**config.mk**
```make
export PLATFORM = sky130hd
export DESIGN_NAME = int_branch_recovery_arbiter
export DESIGN_NICKNAME = d
export VERILOG_FILES = /design/src/rtl/int_branch_recovery_arbiter.sv
export SDC_FILE = /design/constraint.sdc
export NUM_CORES = 1
export LEC_CHECK = 0
export BUFFER_PORTS_ARGS = -buffer_cell sky130_fd_sc_hd__buf_4
export CAP_MARGIN = 20
export CORE_MARGIN = 4
export CORE_UTILIZATION = 47
export CTS_CLUSTER_SIZE = 30
export DETAILED_ROUTE_END_ITERATION = 10
export GPL_ROUTABILITY_DRIVEN = 0
export PLACE_DENSITY = 0.75
export SLEW_MARGIN = 20
export SYNTH_ARGS = -nofsm -noshare
export SYNTH_HDL_FRONTEND = slang
export SYNTH_SLANG_ARGS = --single-unit
```
**constraint.sdc**
```tcl
create_clock -name clk -period 8.95 [get_ports clk]
set_clock_uncertainty 0.2 [all_clocks]
set_input_delay 0.4475 -clock clk [delete_from_list [all_inputs] [get_ports clk]]
set_output_delay 0.4475 -clock clk [all_outputs]
set_load 0.05 [all_outputs]
```
**src/rtl/int_branch_recovery_arbiter.sv**
```systemverilog
// Picks the oldest mispredicted branch across the integer lanes, presents it to the
// recovery manager over req/ack, and tracks the single in-flight recovery to completion.
module int_branch_recovery_arbiter #(
    parameter int ISSUE_WIDTH  = 2,
    parameter int AL_PTR_WIDTH = 6,
    parameter int PC_WIDTH     = 32,
    parameter int CNT_WIDTH    = 16
) (
    input  logic                                clk,
    input  logic                                rst,
    input  logic [AL_PTR_WIDTH-1:0]             head_ptr,
    input  logic [ISSUE_WIDTH-1:0]              br_valid,
    input  logic [ISSUE_WIDTH-1:0]              br_mispred,
    input  logic [ISSUE_WIDTH*AL_PTR_WIDTH-1:0] br_al_ptr,
    input  logic [ISSUE_WIDTH*PC_WIDTH-1:0]     br_next_addr,
    input  logic                                flush_all,
    input  logic                                rec_ack,
    input  logic                                rec_done,
    output logic                                rec_req,
    output logic [AL_PTR_WIDTH-1:0]             rec_al_ptr,
    output logic [PC_WIDTH-1:0]                 rec_next_addr,
    output logic                                busy,
    output logic [CNT_WIDTH-1:0]                drop_count
);

    localparam int NW = $clog2(ISSUE_WIDTH + 1);

    localparam logic [1:0] ST_IDLE       = 2'd0;
    localparam logic [1:0] ST_PENDING    = 2'd1;
    localparam logic [1:0] ST_RECOVERING = 2'd2;

    logic                    pend_valid_q, pend_valid_d;
    logic [AL_PTR_WIDTH-1:0] pend_ptr_q,   pend_ptr_d;
    logic [PC_WIDTH-1:0]     pend_addr_q,  pend_addr_d;
    logic                    infl_valid_q, infl_valid_d;
    logic [AL_PTR_WIDTH-1:0] infl_ptr_q,   infl_ptr_d;
    logic [CNT_WIDTH-1:0]    drop_cnt_q,   drop_cnt_d;

    logic [1:0]              state;
    logic                    ack_fire;
    logic                    done_fire;

    logic                    win_found;
    logic [AL_PTR_WIDTH-1:0] win_ptr;
    logic [AL_PTR_WIDTH-1:0] win_age;
    logic [PC_WIDTH-1:0]     win_addr;
    logic [AL_PTR_WIDTH-1:0] lane_ptr;
    logic [AL_PTR_WIDTH-1:0] lane_age;
    logic [NW-1:0]           num_cand;

    logic [AL_PTR_WIDTH-1:0] pend_age;
    logic [AL_PTR_WIDTH-1:0] infl_age;
    logic                    win_accept;
    logic [NW-1:0]           num_drop;
    logic [CNT_WIDTH:0]      cnt_sum;

    // The state is fully implied by the two slot valid bits.
    always_comb begin
        if (infl_valid_q)      state = ST_RECOVERING;
        else if (pend_valid_q) state = ST_PENDING;
        else                   state = ST_IDLE;
    end

    assign ack_fire  = (state == ST_PENDING) && rec_ack;
    assign done_fire = (state == ST_RECOVERING) && rec_done;

    // NOTE: every combinational output gets a default first so no latch is inferred;
    // blocking assignments let the loop carry the running winner across lanes.
    always_comb begin
        win_found = 1'b0;
        win_ptr   = '0;
        win_age   = '0;
        win_addr  = '0;
        lane_ptr  = '0;
        lane_age  = '0;
        num_cand  = '0;
        for (int i = 0; i < ISSUE_WIDTH; i++) begin
            if (br_valid[i] && br_mispred[i]) begin
                lane_ptr = br_al_ptr[i*AL_PTR_WIDTH +: AL_PTR_WIDTH];
                lane_age = lane_ptr - head_ptr;
                num_cand = num_cand + NW'(1);
                // Strict compare keeps the lower lane on an age tie.
                if (!win_found || (lane_age < win_age)) begin
                    win_found = 1'b1;
                    win_ptr   = lane_ptr;
                    win_age   = lane_age;
                    win_addr  = br_next_addr[i*PC_WIDTH +: PC_WIDTH];
                end
            end
        end
    end

    assign pend_age   = pend_ptr_q - head_ptr;
    assign infl_age   = infl_ptr_q - head_ptr;
    assign win_accept = win_found
                     && (!pend_valid_q || (win_age < pend_age))
                     && (!infl_valid_q || (win_age < infl_age));
    assign num_drop   = num_cand - NW'(win_accept);
    assign cnt_sum    = {1'b0, drop_cnt_q} + (CNT_WIDTH+1)'(num_drop);

    always_comb begin
        pend_valid_d = pend_valid_q;
        pend_ptr_d   = pend_ptr_q;
        pend_addr_d  = pend_addr_q;
        infl_valid_d = infl_valid_q;
        infl_ptr_d   = infl_ptr_q;
        drop_cnt_d   = drop_cnt_q;
        if (flush_all) begin
            pend_valid_d = 1'b0;
            pend_ptr_d   = '0;
            pend_addr_d  = '0;
            infl_valid_d = 1'b0;
            infl_ptr_d   = '0;
        end else begin
            if (done_fire) begin
                infl_valid_d = 1'b0;
                infl_ptr_d   = '0;
            end
            if (ack_fire) begin
                infl_valid_d = 1'b1;
                infl_ptr_d   = pend_ptr_q;
                pend_valid_d = 1'b0;
                pend_ptr_d   = '0;
                pend_addr_d  = '0;
            end
            // An accepted winner is older than the acked entry, so it may reload pend.
            if (win_accept) begin
                pend_valid_d = 1'b1;
                pend_ptr_d   = win_ptr;
                pend_addr_d  = win_addr;
            end
            drop_cnt_d = cnt_sum[CNT_WIDTH] ? '1 : cnt_sum[CNT_WIDTH-1:0];
        end
    end

    // NOTE: sequential state uses non-blocking assignments so all registers
    // update together from the same pre-edge values.
    always_ff @(posedge clk or posedge rst) begin
        if (rst) begin
            pend_valid_q <= 1'b0;
            pend_ptr_q   <= '0;
            pend_addr_q  <= '0;
            infl_valid_q <= 1'b0;
            infl_ptr_q   <= '0;
            drop_cnt_q   <= '0;
        end else begin
            pend_valid_q <= pend_valid_d;
            pend_ptr_q   <= pend_ptr_d;
            pend_addr_q  <= pend_addr_d;
            infl_valid_q <= infl_valid_d;
            infl_ptr_q   <= infl_ptr_d;
            drop_cnt_q   <= drop_cnt_d;
        end
    end

    // Pend fields are zeroed whenever the slot empties, so they drive rec_* directly.
    assign rec_req       = (state == ST_PENDING);
    assign rec_al_ptr    = pend_ptr_q;
    assign rec_next_addr = pend_addr_q;
    assign busy          = infl_valid_q;
    assign drop_count    = drop_cnt_q;

endmodule

```
==> flow_summary.json, run 1 <==
{
  "result_of_the_run": "finished clean",
  "ir_drop_v": 0.0002312,
  "regToRegStartpoint": "rec_al_ptr[1]",
  "dr.max_layer_used": "met4",
  "fillers": 838,
  "antenna_found_initial": 0,
  "crit_path_max_fanout": 30,
  "ant_nets": 0,
  "slew_of_the_pin_with_the_lowest_slew_margin_ps": 869.2,
  "synthesis.nets": 685,
  "gr-usage-all-layers": 0.2328,
  "grt-ovfl-total": 0,
  "cp_delay_by_family_top": "simple AND/OR/NAND/NOR gates",
  "pin_count": 147,
  "area_share_of_the_largest_cell_type_after_synthesis": 0.3419,
  "synth_enable_flop_cells": 0,
  "initial_utilization": 0.4865,
  "ctsLongestPathBuffers": 2,
  "met3_wl_um": 984,
  "synth-async-reset-ratio": 1.000,
  "layout-drive-gt1-share": 0.2583,
  "critical_path.most_common_cell": "sky130_fd_sc_hd__ha_1",
  "setup-tns-final_ps": 0,
  "max_freq_ghz": 0.1382,
  "pwr-share-seq": 0.344,
  "grt_setup_unrepaired": "no",
  "worst_r2r_endpoint": "drop_count[2]",
  "worst_skew_pair.late_latency_ps": 330,
  "pin_count_of_the_biggest_net_entering_global_routing": 63,
  "first_iter_violations": 239,
  "vias": 4405,
  "wirelength_mm": 12.98,
  "drt-wirelength-per-cell_um": 15.79,
  "rr_worst_depth": 20,
  "power.density_nw_per_um2": 165.5,
  "slew_violations": 0,
  "dp_slack_ps": 1423,
  "totalPowerFinal_mw": 0.9847,
  "numCtsBuffers": 9,
  "drv.max_cap_violation_count": 0,
  "chip_width_um": 106.3,
  "critPathLaunch": "head_ptr[1]",
  "drt_pass1_iterations": 4,
  "floorplan.rows": 35,
  "yosys_register_bits": 62,
  "timing.hold.worst.class": "primary input to asynchronous set/reset pin",
  "fin_worst_hold_slack_ps": 137.1,
  "critical_path.slowest_cell": "sky130_fd_sc_hd__a21oi_4",
  "critical_path_buf_inv_count": 3,
  "wl_met2_mm": 6.217,
  "postSynthCellCount": 551,
  "fp.dieArea_um2": 11290,
  "max_slew_margin": 0.4193,
  "detailed_place_hpwl_mm": 9.776,
  "synth_area_per_cell_um2": 8.236,
  "fp.dieH_um": 106.3,
  "ctsRootBufferMaster": "sky130_fd_sc_hd__clkbuf_8",
  "post_drt_via_cell_ratio": 5.359,
  "period_minus_slack_ps": 7236,
  "post_route_worst_setup_slack_ps": 1714,
  "wirelength_met1_mm": 5.629,
  "net_sw_power_mw": 0.3943,
  "layout-area-overhead-vs-synth_pct": 31.10,
  "fin_crit_sh": 0.8085,
  "final_hold_violation_count": 0,
  "share_of_the_yosys_chip_area_belonging_to_registers": 0.3419,
  "power_switching_share": 0.4005,
  "final-setup-viol-count": 0,
  "core_region_area_um2": 9328,
  "drt_drc_violations_left": 0,
  "combPwrFrac": 0.396,
  "synth_cell_type_count": 45,
  "setup.worst_path.start_class": "primary input",
  "synth.area.top_cells": "sky130_fd_sc_hd__dfrtp_1 (34%), sky130_fd_sc_hd__nand2_1 (15%), sky130_fd_sc_hd__ha_1 (10%), sky130_fd_sc_hd__mux2i_1 (9.0%), sky130_fd_sc_hd__nand3_1 (5.0%)",
  "tritoncts": "done",
  "cell_internal_pwr_mw": 0.5904,
  "hold_buffers": 0,
  "cts_sinks": 62,
  "cts.reportedPaths.clkPinSlew_ps": 80,
  "synth_top_flop_cell": "sky130_fd_sc_hd__dfrtp_1",
  "cts_setup_buffers": 0,
  "postCtsResizedCells": 0,
  "finalNetCount": 822,
  "timing.critical_path.required_ps": 8990,
  "timing.reg2reg.setup_slack_ps": 3970,
  "pleak_nw": 3.260,
  "total_number_of_yosys_warnings": 0,
  "port_buffers": 146,
  "grt_pass1_wl_mm": 21.22,
  "clockPowerShare": 0.260,
  "cp-end-kind": "flop",
  "critPathMaxStageDelay_ps": 740,
  "synth_top_area_cell": "sky130_fd_sc_hd__dfrtp_1",
  "htree_levels": 3,
  "timing.setup.critical_path_class": "primary input to flop",
  "cell_area_after_synthesis_um2": 4538,
  "grt_pass1_vias": 4409,
  "arrival_ps": 7280,
  "num_antenna_cells": 0
}
[power groups by stage]
stage               logic, mW  clock network (mW)  registers (mW)
global placement        0.381                   0           0.341
CTS                     0.392               0.261           0.338
detailed placement      0.391                   0           0.342
finish                  0.390               0.256           0.339
global route            0.426               0.277           0.342
floorplan               0.177                   0           0.423
[kinds of logic (layout without fill, tap and decap cells)]
group	after synthesis	count (layout)	share of synthesized area
flops	62	62	0.3419
xor+xnor	28	28	0.05404
simple gates	254	254	0.2335
mux	42	42	0.09291
fa+ha+maj	44	44	0.1290
buf+inv	55	197	0.05211
compound gates	66	66	0.09650
[placed cells by master, fill, tap and decap left out, drive strengths merged]
cell type	n
nand2	181
buf	153
dfrtp	62
nand3	45
mux2i	41
ha	38
inv	29
a21oi	20
xnor2	16
o21ai	15
a21o	12
xor2	12
nor2	10
clkbuf	10
a22o	6
fa	5
and3	3
o211ai	3
nor2b	2
nor3	2
or4	2
or2	2
or3	2
o21bai	2
clkinvlp	2
a211oi	2
clkinv	2
a21boi	2
nor3b	1
and3b	1
nand3b	1
mux2	1
a41oi	1
maj3	1
a31oi	1
o221ai	1
nor4	1
nand2b	1
o21a	1
bufinv	1
[registers in the layout, summed over array words and instances (netlist names)]
register and cells:
busy 1, infl_ptr_q 6, drop_count 16, rec_al_ptr 6, pend_valid_q 1, rec_next_addr 32
[synth_stat cells (2+ instances only)]
library cell               count
sky130_fd_sc_hd__nor2b_1       2
sky130_fd_sc_hd__fa_1          5
sky130_fd_sc_hd__or2_2         2
sky130_fd_sc_hd__ha_1         38
sky130_fd_sc_hd__a21o_1       12
sky130_fd_sc_hd__inv_1        26
sky130_fd_sc_hd__nor2_1       10
sky130_fd_sc_hd__or3_1         2
sky130_fd_sc_hd__a21oi_1      19
sky130_fd_sc_hd__nand2_1     181
sky130_fd_sc_hd__o21ai_0      14
sky130_fd_sc_hd__o21bai_1      2
sky130_fd_sc_hd__or4_1         2
sky130_fd_sc_hd__nand3_1      45
sky130_fd_sc_hd__xor2_1       12
sky130_fd_sc_hd__nor3_1        2
sky130_fd_sc_hd__clkbuf_1     22
sky130_fd_sc_hd__buf_6         4
sky130_fd_sc_hd__xnor2_1      16
sky130_fd_sc_hd__o211ai_1      2
sky130_fd_sc_hd__a22o_1        6
sky130_fd_sc_hd__and3_1        3
sky130_fd_sc_hd__mux2i_1      41
sky130_fd_sc_hd__dfrtp_1      62
[stage by stage]
step / cells / util / instance area [µm²]
finish: 822 / 0.6378 / 5949
global route: 822 / 0.6378 / 5949
CTS: 822 / 0.6378 / 5949
detailed placement: 806 / 0.6158 / 5744
global placement: 806 / 0.6158 / 5744
floorplan: 551 / - / 4538
[per-layer routing]
layer | GRT usage | vias to the layer above
met5 | 0 | -
met1 | 0.3078 | 2091
li1 | - | 2118
met3 | 0.05647 | 23
met4 | 0.05365 | 0
met2 | 0.3860 | 173
[cell type report]
type,instances,area (µm²),share of cell area
Clock inverter,6,67.56,0.01136
Sequential cell,62,1551,0.2608
Clock buffer,10,137.6,0.02313
Inverter,28,105.1,0.01767
Multi-Input combinational cell,434,2778,0.4669
Timing Repair Buffer,153,1149,0.1931
Tap cell,129,161.4,0.02713
[worst register-to-register path, stage by stage, from the launching register on]
cell and delay, ps:
sky130_fd_sc_hd__dfrtp_1 440, sky130_fd_sc_hd__ha_1 300, sky130_fd_sc_hd__a21o_1 170, sky130_fd_sc_hd__a21oi_1 260
sky130_fd_sc_hd__o21bai_1 110, sky130_fd_sc_hd__a21oi_1 200, sky130_fd_sc_hd__xnor2_1 140, sky130_fd_sc_hd__ha_1 260
sky130_fd_sc_hd__a211oi_1 260, sky130_fd_sc_hd__o21ai_0 130, sky130_fd_sc_hd__o221ai_1 260, sky130_fd_sc_hd__o211ai_4 120
sky130_fd_sc_hd__inv_2 60, sky130_fd_sc_hd__ha_1 150, sky130_fd_sc_hd__xor2_1 260, sky130_fd_sc_hd__fa_1 240
sky130_fd_sc_hd__and3_1 200, sky130_fd_sc_hd__nand2b_1 130, sky130_fd_sc_hd__or2_2 320, sky130_fd_sc_hd__or3_1 540
sky130_fd_sc_hd__o21ai_0 150
[worst max-delay path by stage]
| stage | endpoint | depth (start not counted) |
|---|---|---|
| floorplan | drop_count[10] | 30 |
| finish | drop_count[2] | 27 |
| CTS | drop_count[2] | 27 |
| global placement | drop_count[2] | 30 |
| detailed placement | drop_count[2] | 27 |
| global route | drop_count[2] | 30 |
Note: power is estimated with default switching activity, not from simulation.
==> run 2, diff against run 1 <==
--- a/config.mk
+++ b/config.mk
@@ -5,6 +5,7 @@
 export SDC_FILE = /design/constraint.sdc
 export NUM_CORES = 1
 export LEC_CHECK = 0
+export ABC_AREA = 1
 export BUFFER_PORTS_ARGS = -buffer_cell sky130_fd_sc_hd__buf_4
 export CAP_MARGIN = 20
 export CORE_MARGIN = 4
@@ -12,7 +13,7 @@
 export CTS_CLUSTER_SIZE = 30
 export DETAILED_ROUTE_END_ITERATION = 10
 export GPL_ROUTABILITY_DRIVEN = 0
-export PLACE_DENSITY = 0.75
+export PLACE_DENSITY = 0.77
 export SLEW_MARGIN = 20
 export SYNTH_ARGS = -nofsm -noshare
 export SYNTH_HDL_FRONTEND = slang
==> constraint.sdc (replaced) <==
create_clock -name clk -period 6.2 [get_ports clk]
set_clock_uncertainty 0.2 [all_clocks]
set_input_delay 0.31 -clock clk [delete_from_list [all_inputs] [get_ports clk]]
set_output_delay 0.31 -clock clk [all_outputs]
set_load 0.05 [all_outputs]
==> run 2 against run 1 <==
  * Sequential cell count unchanged
  * Setup slack got worse by 1400 ps
  * Routed wire length increased by 9.3%
  * Cell area increased by 5.1%
  * Largest cell class unchanged
  * Highest routed layer unchanged
==> flow_summary.json, run 2 <==
{
  "combPwrFrac": 0.413,
  "gr-usage-all-layers": 0.2374,
  "share_of_the_yosys_chip_area_belonging_to_registers": 0.3243,
  "post_dp_cell_area_um2": 5939,
  "grt_pass1_wl_mm": 22.64,
  "max_freq_ghz": 0.1710,
  "setup-tns-final_ps": 0,
  "critPathLaunch": "br_al_ptr[0]",
  "period_minus_slack_ps": 5847,
  "drv.max_cap_violation_count": 0,
  "power_switching_share": 0.4165,
  "num_antenna_cells": 0,
  "totalPowerFinal_mw": 1.549,
  "timing.setup.critical_path_class": "primary input to flop",
  "clockPowerShare": 0.267,
  "pin_count_of_the_biggest_net_entering_global_routing": 80,
  "synth.area.top_cells": "sky130_fd_sc_hd__dfrtp_1 (32%), sky130_fd_sc_hd__nand2_1 (14%), sky130_fd_sc_hd__ha_1 (9.9%), sky130_fd_sc_hd__inv_1 (8.2%), sky130_fd_sc_hd__nand3_1 (7.3%)",
  "yosys.cell_count.top_type": "sky130_fd_sc_hd__nand2_1",
  "cell_area_after_synthesis_um2": 4785,
  "regToRegStartpoint": "rec_al_ptr[0]",
  "total_number_of_yosys_warnings": 0,
  "synth_top_flop_cell": "sky130_fd_sc_hd__dfrtp_1",
  "pleak_nw": 3.705,
  "slew_violations": 0,
  "wirelength_mm": 14.19,
  "pwr-share-seq": 0.320,
  "tritoncts": "done",
  "critPathMaxStageDelay_ps": 420,
  "drt-wirelength-per-cell_um": 14.91,
  "cp-end-kind": "flop",
  "ctsLongestPathBuffers": 2,
  "final_cell_mix": "sky130_fd_sc_hd__nand2_1 (180), sky130_fd_sc_hd__buf_4 (155), sky130_fd_sc_hd__inv_1 (100)",
  "crit_path_max_fanout": 8,
  "net_sw_power_mw": 0.6449,
  "result_of_the_run": "finished clean",
  "yosys_register_bits": 62,
  "synth_cell_type_count": 31,
  "timing.critical_path.required_ps": 6220,
  "area_share_of_the_largest_cell_type_after_synthesis": 0.3243,
  "grt-ovfl-total": 0,
  "worst_skew_pair.late_latency_ps": 340,
  "layout-drive-gt1-share": 0.2381,
  "synth_enable_flop_cells": 0,
  "critical_path.most_common_cell": "sky130_fd_sc_hd__nand2_1",
  "drt_pass1_iterations": 5,
  "detailed_place_hpwl_mm": 10.44,
  "ant_nets": 0,
  "critical_path.slowest_cell": "sky130_fd_sc_hd__fa_1",
  "grt_pass1_vias": 4835,
  "slew_of_the_pin_with_the_lowest_slew_margin_ps": 1053,
  "finalNetCount": 948,
  "postSynthCellCount": 680,
  "most_frequent_standard_cell_in_the_layout_excluding_fill_and_tap_cells": "sky130_fd_sc_hd__nand2_1",
  "floorplan.rows": 36,
  "ir_drop_v": 0.0002894,
  "htree_levels": 3,
  "first_iter_violations": 264,
  "fillers": 881,
  "largest_register_ff_count": 32,
  "post_synth_most_frequent_cells": "sky130_fd_sc_hd__nand2_1 (180), sky130_fd_sc_hd__inv_1 (105), sky130_fd_sc_hd__nand3_1 (70)",
  "synth_top_area_cell": "sky130_fd_sc_hd__dfrtp_1",
  "synth-async-reset-ratio": 1.000,
  "max_slew_margin": 0.2966,
  "drt_drc_violations_left": 0,
  "synthesis.nets": 814,
  "pin_count": 147,
  "numCtsBuffers": 9,
  "fp.dieH_um": 108.9,
  "fin_crit_sh": 0.9431,
  "core_region_area_um2": 9864,
  "final_hold_violation_count": 0,
  "synth_area_per_cell_um2": 7.036,
  "finalInstanceArea_um2": 6254,
  "critical_path_buf_inv_count": 8,
  "arrival_ps": 5870,
  "port_buffers": 146,
  "vias": 5077,
  "cp_delay_by_family_top": "simple AND/OR/NAND/NOR gates",
  "cts_sinks": 62,
  "antenna_found_initial": 0,
  "cts.reportedPaths.clkPinSlew_ps": 80,
  "timing.hold.worst.class": "primary input to asynchronous set/reset pin",
  "fp.dieArea_um2": 11860,
  "final-setup-viol-count": 0,
  "post_drt_via_cell_ratio": 5.333,
  "power.density_nw_per_um2": 247.6,
  "chip_width_um": 108.9,
  "layout-area-overhead-vs-synth_pct": 30.70,
  "ctsRootBufferMaster": "sky130_fd_sc_hd__clkbuf_8",
  "initial_utilization": 0.4850,
  "cell_internal_pwr_mw": 0.9037,
  "setup.worst_path.start_class": "primary input"
}
==> run 2: final timing paths <==
path | cells past startpoint | slack (ps) | to
setup / recovery | 40 | 350 | drop_count[13]
max in group asynchronous | 3 | 5290 | infl_ptr_q[1]
setup reg to reg | 29 | 1480 | drop_count[13]
hold reg to reg | 2 | 310 | rec_next_addr[27]
min in group clk | 2 | 50 | pend_valid_q
hold / removal | 3 | 1 | drop_count[14]
==> run 2: power by group through the flow <==
stage / Combinational, mW / Clock, mW / Sequential (mW)
finish: 0.639 / 0.414 / 0.495
global route: 0.700 / 0.435 / 0.501
CTS: 0.626 / 0.419 / 0.495
detailed placement: 0.624 / 0 / 0.501
global placement: 0.603 / 0 / 0.500
floorplan: 0.283 / 0 / 0.638
==> run 2: cell families after synthesis <==
group	after synthesis	synth area share
AO/OA/AOI/OAI	94	0.1022
XOR/XNOR	18	0.03295
adder cells (fa/ha/maj)	43	0.1203
buffers and inverters	141	0.1198
flip-flops	62	0.3243
AND/OR/NAND/NOR	322	0.3005
==> run 2: tightest hold or removal path, cell delays in order <==
cell and delay [ps]:
sky130_fd_sc_hd__buf_4 110, sky130_fd_sc_hd__inv_2 30, sky130_fd_sc_hd__buf_4 610
==> run 2: per-layer routing <==
metal / wire length, µm / up-vias / global-route usage
met3: 1183 / 30 / 0.05980
li1: - / 2477 / -
met1: 5964 / 2374 / 0.3008
met5: 0 / - / 0
met4: 268 / 0 / 0.07304
met2: 6774 / 196 / 0.3982
==> run 2: layout make-up <==
| cell class | count | area, µm² | share of cell area |
|---|---|---|---|
| tap | 133 | 166.4 | 0.02661 |
| clock buffer | 10 | 137.6 | 0.02201 |
| clock inverter | 6 | 92.59 | 0.01481 |
| multi-input combinational | 477 | 2709 | 0.4332 |
| timing repair buffer | 156 | 1184 | 0.1893 |
| inverter | 108 | 412.9 | 0.06603 |
| sequential | 62 | 1551 | 0.2481 |
==> run 2: timing repair <==
item	CTS	global route
endpoints found under the setup margin	11	16
gates resized for setup	1	20
pin swaps	0	1
buffers inserted	0	3
hold buffers	0	0
==> run 2: stage by stage <==
stage                     setup WS (ps)  hold slack, ps  utilization  instances
after global routing             -68.91           42.11       0.6339        952
after global placement            78.38           290.6       0.6021        933
final                             352.5           1.007       0.6339        952
after detailed placement         -405.0           296.0       0.6021        933
after CTS                         67.04           9.581       0.6258        949
after floorplan                   110.3           204.4            -        680
==> run 3, diff against run 2 <==
--- a/config.mk
+++ b/config.mk
@@ -10,6 +10,7 @@
 export CAP_MARGIN = 20
 export CORE_MARGIN = 4
 export CORE_UTILIZATION = 47
+export CTS_BUF_LIST = sky130_fd_sc_hd__clkbuf_2
 export CTS_CLUSTER_SIZE = 30
 export DETAILED_ROUTE_END_ITERATION = 10
 export GPL_ROUTABILITY_DRIVEN = 0
==> run 3 against run 2 <==
  * Sequential cell count did not move
  * Power is 6.5% lower
  * Clock power down 28%
  * Non-clock buffer count up 38
  * Largest power group unchanged
==> flow_summary.json, run 3 (synthesis results as in run 2) <==
{
  "post_dp_cell_area_um2": 5939,
  "pwr-share-seq": 0.342,
  "max_freq_ghz": 0.1741,
  "gr-usage-all-layers": 0.2504,
  "met3_wl_mm": 1.117,
  "timing.reg2reg.setup_slack_ps": 1390,
  "floorplan.rows": 36,
  "cts_sinks": 62,
  "regToRegStartpoint": "rec_al_ptr[2]",
  "combPwrFrac": 0.452,
  "cts_setup_buffers": 0,
  "slew_violations": 0,
  "most_frequent_standard_cell_in_the_layout_excluding_fill_and_tap_cells": "sky130_fd_sc_hd__nand2_1",
  "fp.dieArea_um2": 11860,
  "num_antenna_cells": 0,
  "final-setup-viol-count": 0,
  "post_drt_via_cell_ratio": 5.308,
  "period_minus_slack_ps": 5744,
  "power.density_nw_per_um2": 222.3,
  "min-delay-start": "br_next_addr[29]",
  "grt-ovfl-total": 0,
  "crit_path_max_fanout": 11,
  "grt_pass1_wl_mm": 23.74,
  "critical_path.most_common_cell": "sky130_fd_sc_hd__inv_1",
  "post_route_worst_setup_slack_ps": 456.0,
  "grt_setup_unrepaired": "no",
  "critPathMaxStageDelay_ps": 340,
  "cp-end-kind": "flop",
  "rr_worst_depth": 26,
  "fin_crit_sh": 0.9265,
  "net_sw_power_mw": 0.6360,
  "worst_skew_pair.late_latency_ps": 510,
  "drt_pass1_iterations": 5,
  "cts.reportedPaths.clkPinSlew_ps": 180,
  "vias": 5255,
  "ctsRootBufferMaster": "sky130_fd_sc_hd__clkbuf_2",
  "power_switching_share": 0.4391,
  "timing.setup.critical_path_class": "primary input to flop",
  "grt_pass1_vias": 5090,
  "antenna_found_initial": 0,
  "final_hold_violation_count": 0,
  "drv.max_cap_violation_count": 0,
  "slew_of_the_pin_with_the_lowest_slew_margin_ps": 1072,
  "arrival_ps": 5960,
  "numCtsBuffers": 9,
  "whs_path_depth": 7,
  "fp.dieH_um": 108.9,
  "largest_register_ff_count": 32,
  "fin_worst_hold_slack_ps": 44.24,
  "critical_path.slowest_cell": "sky130_fd_sc_hd__ha_1",
  "drt_drc_violations_left": 0,
  "layout-drive-gt1-share": 0.2135,
  "setup.worst_path.start_class": "primary input",
  "wirelength_mm": 14.70,
  "core_region_area_um2": 9864,
  "ant_nets": 0,
  "first_iter_violations": 352,
  "pin_count_of_the_biggest_net_entering_global_routing": 80,
  "tritoncts": "done",
  "chip_width_um": 108.9,
  "wl_met2_mm": 7.117,
  "port_buffers": 146,
  "initial_utilization": 0.4850,
  "htree_levels": 3,
  "drt-wirelength-per-cell_um": 14.84,
  "cell_internal_pwr_mw": 0.8126,
  "ir_drop_v": 0.0002482,
  "dp_slack_ps": -405.0,
  "detailed_place_hpwl_mm": 10.44,
  "post_layout_utilization_of_the_core": 0.6606,
  "final_cell_mix": "sky130_fd_sc_hd__nand2_1 (180), sky130_fd_sc_hd__buf_4 (152), sky130_fd_sc_hd__inv_1 (104)",
  "worst_r2r_endpoint": "drop_count[1]",
  "pleak_nw": 3.818,
  "dr.max_layer_used": "met4",
  "finalNetCount": 986,
  "ctsLongestPathBuffers": 2,
  "finalInstanceArea_um2": 6516,
  "pin_count": 147,
  "max_slew_margin": 0.2839,
  "wirelength_met1_mm": 6.173,
  "worstHoldEndpoint": "rec_next_addr[29]",
  "timing.hold.worst.class": "primary input to flop",
  "layout-area-overhead-vs-synth_pct": 36.19,
  "timing.critical_path.required_ps": 6420,
  "clockPowerShare": 0.207,
  "result_of_the_run": "finished clean"
}
## run 3: cell count changes in the layout (fill, tap and decap cells not counted), moves of 2 or more
cell                            change
sky130_fd_sc_hd__clkbuf_8           -9
sky130_fd_sc_hd__dlygate4sd3_1     +41
sky130_fd_sc_hd__buf_4              -3
sky130_fd_sc_hd__nor2_1             +2
sky130_fd_sc_hd__inv_2              -2
sky130_fd_sc_hd__clkbuf_2           +9
sky130_fd_sc_hd__inv_1              +4
sky130_fd_sc_hd__clkinvlp_4         -2
sky130_fd_sc_hd__o21ai_1            -2
sky130_fd_sc_hd__o21ai_0            +3
sky130_fd_sc_hd__nor2_2             -2
## run 3: how the worst max path moves through the flow
stage                      from             end  slack, ps  cells after the start
floorplan           head_ptr[1]   drop_count[1]        110                     42
global placement    head_ptr[2]   drop_count[1]         80                     39
detailed placement  head_ptr[2]   drop_count[2]       -410                     39
CTS                 head_ptr[2]   drop_count[1]        140                     39
global route        head_ptr[2]  drop_count[13]         20                     40
finish              head_ptr[2]   drop_count[1]        460                     38
## run 3: layout make-up
class,instances,area [µm²]
fillers,815,3348
multi-input cells,477,2686
repair buffers,194,1565
flip-flops and latches,62,1551
inverters,108,405.4
well taps,133,166.4
clock inverters,7,96.34
clock buffers,9,45.04
## run 3: per-layer routing
layer / vias to the layer above / global-route usage
li1: 2560 / -
met2: 187 / 0.4382
met5: - / 0
met3: 33 / 0.06217
met4: 0 / 0.07845
met1: 2475 / 0.3019
## run 3: power groups by stage
stage / sequential, mW / combinational (mW) / clock [mW]
after CTS: 0.494 / 0.647 / 0.306
after global routing: 0.501 / 0.718 / 0.320
after global placement: 0.500 / 0.603 / 0
after detailed placement: 0.501 / 0.624 / 0
after floorplan: 0.638 / 0.283 / 0
final: 0.495 / 0.654 / 0.300
## run 3: per-stage QoR
stage / instances / setup TNS [ps] / power, mW
finish: 990 / 0 / 1.449
detailed placement: 933 / -5071 / 1.125
global placement: 933 / 0 / 1.103
floorplan: 680 / 0 / 0.9211
CTS: 990 / 0 / 1.448
global route: 990 / 0 / 1.539
## run 3: timing repair
item / 4_1_cts / 5_1_grt
resized for setup: 0 / 7
setup endpoints to repair: 0 / 16
hold buffers: 41 / 0
endpoints found under the hold margin: 104 / 0
## run 3: critical path: cells and delay by family
family	cells	cell delay, ps
simple gates	17	2160
compound gates	6	880
xor+xnor	1	80
fa+ha+maj	6	1590
buf+inv	8	920
